<file path="src/rtl/rom_fetch_pkg.sv">
// Shared definitions for the instruction ROM fetch initiator:
// FSM state encodings, FIFO geometry, synchronizer depth and the FIFO entry layout.
package rom_fetch_pkg;

    localparam int SYNC_DEPTH = 2;
    localparam int FIFO_DEPTH = 2;

    localparam logic [1:0] ST_IDLE  = 2'd0;
    localparam logic [1:0] ST_ISSUE = 2'd1;
    localparam logic [1:0] ST_WAIT  = 2'd2;
    localparam logic [1:0] ST_POLL  = 2'd3;

    typedef struct packed {
        logic [31:0] instr;
        logic [31:0] pc;
    } fifo_entry_t;

endpackage

</file>
<file path="src/rtl/rom_fetch_sync2.sv">
// Two-flop synchronizer bringing the ROM ready line into the clk domain.
// Clears to 0 on reset so a stale ready cannot be seen right after reset.
module sync2
    import rom_fetch_pkg::*;
(
    input  logic clk,
    input  logic resetN,
    input  logic d,
    output logic q
);

    logic [SYNC_DEPTH-1:0] sr;

    // shift the asynchronous input through the synchronizer chain
    always_ff @(posedge clk or negedge resetN) begin
        if (!resetN) begin
            sr <= '0;
        end else begin
            sr <= {sr[SYNC_DEPTH-2:0], d};
        end
    end

    assign q = sr[SYNC_DEPTH-1];

endmodule

</file>
<file path="src/rtl/rom_fetch.sv">
// Fetch initiator for the word-addressed instruction ROM. Issues two-phase
// (toggle) requests, waits out the synchronizer latency, captures the word on
// synchronized ready and buffers {instr, pc} in a 2-entry FIFO for decode.
// Optional build macro: ROM_FETCH_TIMEOUT_EN adds a POLL timeout with a sticky
// errorOut; without it POLL waits indefinitely and errorOut is tied low.
//
// state    | meaning
// ---------+--------------------------------------------------------------
// IDLE     | no request in flight; issue when FIFO has space and no error
// ISSUE    | latch address, toggle trigger, record request pc, advance pc
// WAIT     | MIN_WAIT cycles ignoring ready (stale ready may still be high)
// POLL     | wait for synchronized ready, push word unless discarded
module rom_fetch
    import rom_fetch_pkg::*;
#(
    parameter logic [31:0] RESET_PC = 32'h0000_0000,
    parameter int          MIN_WAIT = 3,
    parameter int          TIMEOUT  = 255
)
(
    input  logic        clk,
    input  logic        resetN,
    output logic [31:0] romAddrOut,
    output logic        romTriggerOut,
    input  logic        romReadyIn,
    input  logic [31:0] romDataIn,
    input  logic        branchIn,
    input  logic [31:0] branchTargetIn,
    output logic [31:0] instrOut,
    output logic [31:0] pcOut,
    output logic        instrValidOut,
    input  logic        instrReadyIn,
    output logic        errorOut
);

    // one down-counter serves both the WAIT window and the POLL timeout
    localparam int TMR_MAX = (TIMEOUT > MIN_WAIT) ? TIMEOUT : MIN_WAIT;
    localparam int TMR_W   = $clog2(TMR_MAX + 1);
    localparam int PTR_W   = $clog2(FIFO_DEPTH);

    logic [1:0]       state;
    logic [31:0]      pc;
    logic [31:0]      req_pc;
    logic             discard;
    logic [TMR_W-1:0] tmr;
    logic             rdy_sync;
    logic             err;
    logic             tmo_hit;
    logic             poll_done;

    fifo_entry_t      mem [FIFO_DEPTH];
    logic [PTR_W-1:0] wptr;
    logic [PTR_W-1:0] rptr;
    logic [1:0]       count;
    logic             push;
    logic             pop;

    sync2 u_sync (
        .clk    (clk),
        .resetN (resetN),
        .d      (romReadyIn),
        .q      (rdy_sync)
    );

`ifdef ROM_FETCH_TIMEOUT_EN
    assign tmo_hit = (state == ST_POLL) && !rdy_sync && (tmr == '0);

    // sticky timeout flag, cleared only by reset
    always_ff @(posedge clk or negedge resetN) begin
        if (!resetN) begin
            err <= 1'b0;
        end else if (tmo_hit) begin
            err <= 1'b1;
        end
    end
`else
    assign tmo_hit = 1'b0;
    assign err     = 1'b0;
`endif

    assign errorOut = err;

    // handshake outcome and FIFO strobes; a branch flush overrides push and pop
    always_comb begin
        poll_done     = (state == ST_POLL) && (rdy_sync || tmo_hit);
        instrValidOut = (count != 2'd0);
        pop           = instrValidOut && instrReadyIn && !branchIn;
        push          = (state == ST_POLL) && rdy_sync && !discard && !branchIn;
        instrOut      = mem[rptr].instr;
        pcOut         = mem[rptr].pc;
    end

    // request FSM, pc tracking and branch redirect
    always_ff @(posedge clk or negedge resetN) begin
        if (!resetN) begin
            state         <= ST_IDLE;
            pc            <= RESET_PC;
            req_pc        <= '0;
            romAddrOut    <= {2'b00, RESET_PC[31:2]};
            romTriggerOut <= 1'b0;
            discard       <= 1'b0;
            tmr           <= '0;
        end else begin
            case (state)
                ST_IDLE: begin
                    if ((count < 2'(FIFO_DEPTH)) && !err) begin
                        state <= ST_ISSUE;
                    end
                end
                ST_ISSUE: begin
                    romAddrOut    <= {2'b00, pc[31:2]};
                    romTriggerOut <= ~romTriggerOut;
                    req_pc        <= pc;
                    pc            <= pc + 32'd4;
                    tmr           <= TMR_W'(MIN_WAIT - 1);
                    state         <= ST_WAIT;
                end
                ST_WAIT: begin
                    if (tmr == '0) begin
                        state <= ST_POLL;
`ifdef ROM_FETCH_TIMEOUT_EN
                        tmr   <= TMR_W'(TIMEOUT - 1);
`endif
                    end else begin
                        tmr <= tmr - 1'b1;
                    end
                end
                ST_POLL: begin
                    if (rdy_sync) begin
                        state   <= ST_IDLE;
                        discard <= 1'b0;
                    end
`ifdef ROM_FETCH_TIMEOUT_EN
                    else if (tmr == '0) begin
                        state   <= ST_IDLE;
                        discard <= 1'b0;
                    end else begin
                        tmr <= tmr - 1'b1;
                    end
`endif
                end
                default: state <= ST_IDLE;
            endcase

            // an issued transition cannot be recalled: let it finish and drop its word
            if (branchIn) begin
                pc <= branchTargetIn & ~32'h3;
                if ((state != ST_IDLE) && !poll_done) begin
                    discard <= 1'b1;
                end
            end
        end
    end

    // 2-entry circular FIFO toward decode; branch flushes it
    always_ff @(posedge clk or negedge resetN) begin
        if (!resetN) begin
            wptr  <= '0;
            rptr  <= '0;
            count <= 2'd0;
            for (int i = 0; i < FIFO_DEPTH; i++) begin
                mem[i] <= '0;
            end
        end else if (branchIn) begin
            wptr  <= '0;
            rptr  <= '0;
            count <= 2'd0;
        end else begin
            if (push) begin
                mem[wptr] <= '{instr: romDataIn, pc: req_pc};
                wptr      <= wptr + 1'b1;
            end
            if (pop) begin
                rptr <= rptr + 1'b1;
            end
            case ({push, pop})
                2'b10:   count <= count + 2'd1;
                2'b01:   count <= count - 2'd1;
                default: count <= count;
            endcase
        end
    end

endmodule

</file>
<file path="config.mk">
export PLATFORM = sky130hd
export DESIGN_NAME = rom_fetch
export DESIGN_NICKNAME = d
export VERILOG_FILES = /design/src/rtl/rom_fetch_pkg.sv /design/src/rtl/rom_fetch_sync2.sv /design/src/rtl/rom_fetch.sv
export SDC_FILE = /design/constraint.sdc
export NUM_CORES = 1
export LEC_CHECK = 0
export CAP_MARGIN = 20
export CORE_MARGIN = 2
export CORE_UTILIZATION = 25
export DETAILED_ROUTE_END_ITERATION = 8
export PLACE_DENSITY = 0.53
export REMOVE_ABC_BUFFERS = 1
export SLEW_MARGIN = 10
export SYNTH_ARGS = -nofsm -noshare
export SYNTH_HDL_FRONTEND = slang
export SYNTH_HIERARCHICAL = 1
export SYNTH_SLANG_ARGS = --single-unit
</file>
<file path="constraint.sdc">
create_clock -name clk -period 3 [get_ports clk]
set_input_delay 0.6 -clock clk [delete_from_list [all_inputs] [get_ports clk]]
set_output_delay 0.6 -clock clk [all_outputs]
set_load 0.01 [all_outputs]
</file>
==> flow_summary.json, run 1 <==
{
  "outcome": "finished, final reports clean",
  "grt_setup_unrepaired": "false",
  "clk_pin_slew_ns": 0.06,
  "setup_viol": 0,
  "dieWidth_um": 195,
  "io_buffer_count": 160,
  "track_usage": 0.121,
  "cts_root_buffer": "clkbuf_16",
  "hold_ws_ns": 0.0794,
  "area_growth_pct": 34.2,
  "clock-sinks": 202,
  "ctsResizeCount": 0,
  "grt_max_degree": 83,
  "post-route-period-util": 0.952,
  "seq_area_frac_synth": 0.555,
  "firstDrtPassIters": 4,
  "io_pins": 168,
  "finClkSkew_ns": 0.00688,
  "grt_pass1_vias": 6206,
  "synth.ff_latch_count": 202,
  "globalplace.congestion": 0.726,
  "synth.distinct_cells": 43,
  "grt_antenna_before_repair": 2,
  "dp_hpwl_mm": 15.2,
  "clkLatencyLatePin_ns": 0.52,
  "crit_chain": "buf_4 -> mux2_2 -> clkdlybuf4s50_1",
  "tightest_slew_ns": 0.689,
  "hold_buffers": 0,
  "nets": 931,
  "path_class": "flop to output port",
  "yosys_warnings": 6,
  "critPathMaxStageDelay_ns": 0.59,
  "cts_buffers": 26,
  "critical_path.max_fanout": 13,
  "cts_setup_buffers": 0,
  "p_per_area_nw_per_um2": 878,
  "routedWlPerCell_um": 17.2,
  "crit_slowest_cell": "dfrtp_4",
  "synth_flop_cell": "dfrtp_1",
  "drive_gt1_frac": 0.328,
  "row_count": 69,
  "clockBufferDepth": 3,
  "pre_cts_ws_ns": 0.509,
  "worstSetupEndpointType": "output port",
  "die-area_um2": 38000,
  "critPathRequiredTime_ns": 2.40,
  "slew_headroom": 0.540,
  "synthCells": 691,
  "overflow": 0,
  "multiInputGateArea_um2": 3840,
  "cts_tree": "built",
  "power.leakage_nw": 5.24,
  "drtIter0Drc": 240,
  "grt_pass1_wl_mm": 36.6,
  "drtAntennaViolNets": 0,
  "finalHoldViolations": 0,
  "synth-async-reset-ratio": 1.00,
  "slew_viol_final": 0,
  "wl_mm": 23.0,
  "peakVddDrop_mv": 0.423,
  "syn_avg_cell_area_um2": 13.2,
  "placed_cells": 1288,
  "via_count": 5923,
  "cp-start-kind": "flop",
  "min_period_ns": 2.86,
  "fin_cells": 1336,
  "viasPerCell": 4.43,
  "insertedDiodeCount": 0,
  "seq_area_um2": 5060,
  "hold_path_class": "input pin to async pin",
  "core_um2": 35700,
  "fmax_mhz": 350,
  "setup_slack_ns": 0.143,
  "h-tree-depth": 1,
  "synth-edff-count": 0,
  "nFillCells": 3535,
  "cp.arrival_ns": 2.26,
  "power_mw": 10.7,
  "syn_area_um2": 9100,
  "start_util": 0.255,
  "drc": 0,
  "maxCapViolations": 0,
  "die_h_um": 195
}
[per-stage QoR]
step	setup TNS, ns	cell area [um^2]	util
global route	0	12200	0.342
global placement	0	11300	0.317
finish	0	12200	0.342
CTS	0	12200	0.342
detailed placement	0	11300	0.317
floorplan	-167.12	8920	-
[worst paths after layout]
check / startpoint / endpoint / slack (ns) / cells after the start
max in group asynchronous: resetN / mem[99]$_DFFE_PN0P_ / 2.09 / 2
hold reg to reg: u_sync/sr[0]$_DFF_PN0_ / u_sync/sr[1]$_DFF_PN0_ / 0.35 / 0
setup reg to reg: state[1]$_DFFE_PN0P_ / pc[23]$_DFFE_PN0N_ / 0.54 / 6
setup / recovery: rptr$_DFFE_PN0P_ / pcOut[28] / 0.14 / 3
hold / removal: resetN / mem[87]$_DFFE_PN0P_ / 0.08 / 1
min in group clk: u_sync/sr[0]$_DFF_PN0_ / u_sync/sr[1]$_DFF_PN0_ / 0.35 / 0
[layout by cell type, fill, tap and decap left out, types with 5 or more instances in the layout]
master,n
nand3_1,11
buf_4,9
buf_12,7
nor2_1,19
clkdlybuf4s50_1,158
a31oi_1,10
ha_1,6
clkbuf_1,6
nor2b_1,6
clkbuf_16,27
or3_1,9
conb_1,5
xnor2_1,9
inv_1,12
nor3_1,5
or4_1,12
nand2_1,32
nand4_1,6
xor2_1,10
o21ai_0,22
mux2_2,217
o31ai_1,10
dfrtp_1,201
clkbuf_8,7
[area by class of cell]
type,instances,area share
inverters,12,0.00369
flip-flops and latches,202,0.414
repair buffers,176,0.148
well taps,461,0.0472
multi-input cells,437,0.314
clock inverters,8,0.00789
clock buffers,40,0.0650
[where the power goes]
| part | internal (mW) | switching (mW) | total, mW |
|---|---|---|---|
| registers | 3.49 | 0.557 | 4.05 |
| clock network | 1.99 | 1.19 | 3.18 |
| logic | 2.16 | 1.34 | 3.49 |
[critical path, delay by kind of cell, from the launching register on]
| family | cells | cell delay, ns |
|---|---|---|
| buffers and inverters | 2 | 0.79 |
| flip-flops | 1 | 0.59 |
| multiplexers | 1 | 0.35 |
[metal layers]
layer	share of wire	vias to the layer above	wire length, um	track usage
li1	-	2814	-	-
met1	0.48	2952	11100	0.168
met2	0.45	125	10400	0.194
met3	0.048	28	1100	0.0267
met4	0.014	4	321	0.0263
met5	0.0012	-	27	0
[sequential cells by signal, summed over array words and instances, names as in the netlist]
register and count:
pc 30, romTriggerOut 1, discard 1, mem 124, count 2, rptr 1
state 2, req_pc 30, wptr 1, u_sync/sr 2, tmr 8
[kinds of logic after synthesis]
kind of cell / Yosys count / synth area share
mux: 221 / 0.273
flops: 202 / 0.555
simple gates: 123 / 0.0734
compound gates: 62 / 0.0437
buf+inv: 56 / 0.0265
xor+xnor: 19 / 0.0183
fa+ha+maj: 7 / 0.00962
other cells: 1 / 0.000412
[cells in the mapped netlist, types with 4 or more instances]
cell,instances,share of area
mux2_2,217,0.27
buf_2,9,0.0049
nand2b_1,4,0.0027
nor3_1,6,0.0033
nand2_1,33,0.014
a21oi_1,4,0.0022
dfrtp_1,202,0.56
xor2_1,10,0.0096
or4_1,12,0.0099
o31ai_1,10,0.0082
clkbuf_1,22,0.0091
a31oi_1,10,0.0069
xnor2_1,9,0.0087
o211ai_1,4,0.0033
inv_1,12,0.0049
o31a_1,4,0.0038
buf_1,7,0.0029
nor2b_1,6,0.0041
mux2i_1,4,0.0044
nand3_1,11,0.0060
buf_4,5,0.0041
or3_1,9,0.0062
ha_1,7,0.0096
nor2_1,19,0.0078
o21ai_0,22,0.012
nand4_1,6,0.0041
(Power assumes the default switching activity.)
==> inputs of run 2 (changes only) <==
REMOVE_ABC_BUFFERS = unset   (was 1)
==> flow_summary.json, run 2 (synthesis results as in run 1) <==
{
  "regMostFlops": "mem",
  "startpoint": "rptr$_DFFE_PN0P_",
  "grt_antenna_before_repair": 0,
  "fmax_mhz": 348,
  "grt_pass1_wl_mm": 35.7,
  "final_cell_area_um2": 12100,
  "crit_chain": "buf_12 -> mux2_2 -> clkdlybuf4s50_1",
  "outcome": "finished, final reports clean",
  "row_count": 69,
  "clock-sinks": 202,
  "tightest_slew_ns": 0.623,
  "cts_root_buffer": "clkbuf_16",
  "power.leakage_nw": 5.16,
  "grt_pass1_vias": 6190,
  "overflow": 0,
  "hold_buffers": 0,
  "drc": 0,
  "insertedDiodeCount": 0,
  "finalHoldViolations": 0,
  "post-route-period-util": 0.958,
  "most-common-layout-cells": "217 x mux2_2, 201 x dfrtp_1, 159 x clkdlybuf4s50_1, 32 x nand2_1, 25 x clkbuf_16",
  "reg2reg_slack_ns": 0.57,
  "globalplace.congestion": 0.741,
  "h-tree-depth": 1,
  "tns_ns": 0,
  "cts_setup_buffers": 0,
  "drive_gt1_frac": 0.319,
  "critPathRequiredTime_ns": 2.40,
  "finClkSkew_ns": 0.0108,
  "io_pins": 168,
  "worstSetupEndpointType": "output port",
  "viasPerCell": 4.49,
  "placed_cell_area_um2": 11300,
  "r2r_start": "state[1]$_DFFE_PN0P_",
  "cts_tree": "built",
  "nets": 925,
  "critical_path.max_fanout": 62,
  "die_h_um": 195,
  "slew_headroom": 0.585,
  "firstDrtPassIters": 4,
  "core_um2": 35700,
  "setup_viol": 0,
  "largest_reg_flops": 124,
  "cts_buffers": 25,
  "p_per_area_nw_per_um2": 868,
  "crit_slowest_cell": "clkdlybuf4s50_1",
  "power_mw": 10.5,
  "ctsResizeCount": 0,
  "min_period_ns": 2.87,
  "grt_max_degree": 68,
  "via_count": 5949,
  "placed_cells": 1283,
  "r2r-end": "pc[24]$_DFFE_PN0N_",
  "cp-start-kind": "flop",
  "clkLatencyLatePin_ns": 0.52,
  "clockBufferDepth": 3,
  "track_usage": 0.118,
  "slew_viol_final": 0,
  "critPathMaxStageDelay_ns": 0.51,
  "worstRegToRegCells": 6,
  "start_util": 0.255,
  "hold_path_class": "input pin to async pin",
  "dieWidth_um": 195,
  "hold_ws_ns": 0.0728,
  "drtAntennaViolNets": 0,
  "nFillCells": 3554,
  "cp.arrival_ns": 2.27,
  "largestRegisters": "mem x124, pc x30, req_pc x30",
  "endpoint": "pcOut[14]",
  "clk_pin_slew_ns": 0.06,
  "dp_hpwl_mm": 14.7,
  "peakVddDrop_mv": 0.454,
  "layout_commonest_cell": "mux2_2",
  "area_growth_pct": 32.5,
  "die-area_um2": 38000,
  "fin_cells": 1326,
  "io_buffer_count": 160,
  "drtIter0Drc": 158,
  "routedWlPerCell_um": 17.0,
  "path_class": "flop to output port",
  "maxCapViolations": 0,
  "wl_mm": 22.5,
  "grt_setup_unrepaired": "false"
}
==> run 2: cell count changes in the layout (fill, tap and decap cells not counted), sizes merged <==
cell           before  now
buf                18   11
clkbuf             40   34
clkdlybuf4s50     158  159
inv                12   13
clkinv              5    6
==> run 2: stage by stage <==
stage,util,setup WS (ns)
after floorplan,-,0.897
after global placement,0.316,0.569
after detailed placement,0.316,0.539
after CTS,0.338,0.109
after global routing,0.338,0.0658
final,0.338,0.126
==> run 2: report_power, final <==
part           total [mW]  switching (mW)  internal (mW)  leakage, nW
logic                3.50            1.34           2.16         2.21
clock network        2.91            1.16           1.75        0.386
registers            4.06           0.574           3.49         2.57
total                10.5            3.08           7.40         5.16
==> run 2: worst min path at each step <==
stage,from,cells after the start,slack [ns],end
2_1_floorplan,resetN,0,0.30,count[0]$_DFFE_PN0P_
3_3_place_gp,u_sync/sr[0]$_DFF_PN0_,0,0.34,u_sync/sr[1]$_DFF_PN0_
3_5_place_dp,u_sync/sr[0]$_DFF_PN0_,0,0.35,u_sync/sr[1]$_DFF_PN0_
4_1_cts,resetN,1,0.09,mem[32]$_DFFE_PN0P_
5_1_grt,resetN,1,0.11,mem[32]$_DFFE_PN0P_
6_report,resetN,1,0.07,mem[96]$_DFFE_PN0P_
==> run 2: area by class of cell <==
type,instances,area (um^2),share of cell area
sequential,202,5060,0.419
multi-input combinational,437,3840,0.318
timing repair buffer,171,1760,0.146
clock buffer,33,676,0.0560
tap,461,577,0.0478
clock inverter,10,110,0.00912
inverter,12,45.0,0.00373
==> run 2: critical path, delay by kind of cell (launching register included) <==
family	cells	cell delay, ns
buf+inv	2	0.79
flops	1	0.43
mux	1	0.39
==> run 2: routing by layer <==
layer / routed length, um / GRT usage / vias up / share of wire
met5: 0 / 0 / - / 0
met4: 588 / 0.0322 / 0 / 0.026
met3: 1090 / 0.0250 / 35 / 0.048
met2: 10500 / 0.194 / 140 / 0.47
met1: 10400 / 0.159 / 2975 / 0.46
li1: - / - / 2799 / -
==> inputs of run 3 (changes only) <==
CAP_MARGIN = 5   (was 20)
clock period = 2.9 ns   (was 3 ns; I/O delays follow)
==> flow_summary.json, run 3 (synthesis results as in run 1) <==
{
  "io_pins": 168,
  "drtIter0Drc": 222,
  "hold_path_class": "flop to flop",
  "dp_hpwl_mm": 15.1,
  "post-route-period-util": 0.952,
  "clk_pin_slew_ns": 0.06,
  "firstDrtPassIters": 4,
  "wl_mm": 22.9,
  "met3_usage": 0.0219,
  "track_usage": 0.119,
  "critical_path.max_fanout": 31,
  "slew_headroom": 0.648,
  "grt_pass1_vias": 6203,
  "power.leakage_nw": 5.24,
  "grt_max_degree": 63,
  "via_count": 5981,
  "h-tree-depth": 1,
  "clockBufferDepth": 3,
  "cp-start-kind": "flop",
  "peakVddDrop_mv": 0.506,
  "overflow": 0,
  "drtAntennaViolNets": 0,
  "finClkSkew_ns": 0.0125,
  "fmax_mhz": 362,
  "area_growth_pct": 34.2,
  "final_cell_area_um2": 12200,
  "whs_path_depth": 0,
  "regMostFlops": "mem",
  "die_h_um": 195,
  "crit_chain": "buf_16 -> mux2_2 -> clkdlybuf4s50_1",
  "fin_cells": 1333,
  "tightest_slew_ns": 0.514,
  "cp.arrival_ns": 2.18,
  "globalplace.congestion": 0.708,
  "grt_antenna_before_repair": 0,
  "maxCapViolations": 0,
  "crit_family": "buffers and inverters",
  "path_class": "flop to output port",
  "finalHoldViolations": 0,
  "clock-sinks": 202,
  "row_count": 69,
  "seq_area_um2": 5060,
  "critPathRequiredTime_ns": 2.32,
  "cp_num_buf_inv": 2,
  "layout_commonest_cell": "mux2_2",
  "power_mw": 11.1,
  "start_util": 0.255,
  "busiest_layer": "met2",
  "slew_viol_final": 0,
  "multiInputGateArea_um2": 3840,
  "largest_reg_flops": 124,
  "final_util": 0.342,
  "use_met2": 0.197,
  "tns_ns": 0,
  "outcome": "finished, final reports clean",
  "grt_pass1_wl_mm": 35.9,
  "min_period_ns": 2.76,
  "worstRegToRegCells": 6,
  "dieWidth_um": 195,
  "setup_viol": 0,
  "io_buffer_count": 160,
  "drc": 0,
  "worstSetupEndpointType": "output port",
  "clkLatencyLatePin_ns": 0.52,
  "cts_buffers": 26,
  "worstSetupPathDepth": 3,
  "most-common-layout-cells": "217 x mux2_2, 201 x dfrtp_1, 159 x clkdlybuf4s50_1, 32 x nand2_1, 28 x clkbuf_16",
  "use_met1": 0.163,
  "nFillCells": 3540,
  "p_per_area_nw_per_um2": 907,
  "cts_root_buffer": "clkbuf_16",
  "placed_cell_area_um2": 11300,
  "viasPerCell": 4.49,
  "core_um2": 35700,
  "placed_cells": 1285,
  "routedWlPerCell_um": 17.2,
  "critPathMaxStageDelay_ns": 0.51,
  "cts_tree": "built",
  "die-area_um2": 38000,
  "grt_setup_unrepaired": "false",
  "nets": 930,
  "crit_slowest_cell": "clkdlybuf4s50_1",
  "largestRegisters": "mem x124, pc x30, req_pc x30",
  "drive_gt1_frac": 0.324
}
run 3: through the flow:
step	hold WS [ns]	setup slack [ns]
4_1_cts	0.356	0.0112
3_3_place_gp	0.336	0.483
6_report	0.352	0.139
3_5_place_dp	0.343	0.415
5_1_grt	0.371	0.0625
2_1_floorplan	0.284	0.797
run 3: repair_timing:
| item | CTS | global route |
|---|---|---|
| hold endpoints to repair | 1 | 0 |
| hold buffers | 1 | 0 |
| gates resized for setup | 1 | 0 |
| gates cloned | 0 | 1 |
| endpoints found under the setup margin | 1 | 7 |
| buffers inserted | 0 | 0 |
run 3: worst register-to-register path: stages, from the launching register on:
cell	delay [ns]
dfrtp_1	0.40
inv_1	0.09
ha_2	0.21
nand4_2	0.23
or3_1	0.67
or4_1	0.59
a31oi_1	0.19
run 3: layout make-up:
class,instances,area share
diodes,1,0.000205
clock buffers,38,0.0636
clock inverters,7,0.00697
inverters,12,0.00369
multi-input cells,437,0.314
flip-flops and latches,202,0.414
well taps,461,0.0472
repair buffers,175,0.150
run 3: worst paths after layout:
check,from,endpoint,slack [ns]
max,rptr$_DFFE_PN0P_,pcOut[14],0.14
min,u_sync/sr[0]$_DFF_PN0_,u_sync/sr[1]$_DFF_PN0_,0.35
max reg2reg,state[1]$_DFFE_PN0P_,pc[24]$_DFFE_PN0N_,0.43
min reg2reg,u_sync/sr[0]$_DFF_PN0_,u_sync/sr[1]$_DFF_PN0_,0.35
max in group asynchronous,resetN,req_pc[16]$_DFFE_PN0P_,1.45
min in group asynchronous,resetN,mem[33]$_DFFE_PN0P_,0.57
run 3: layer usage:
metal | up-vias | routed length [um]
met5 | - | 0
met2 | 143 | 10600
met1 | 2978 | 10800
met4 | 0 | 504
met3 | 30 | 1020
li1 | 2830 | -
run 3: report_power, final:
group	internal, mW	switching (mW)
Combinational	2.24	1.40
Clock	2.01	1.21
Sequential	3.61	0.599
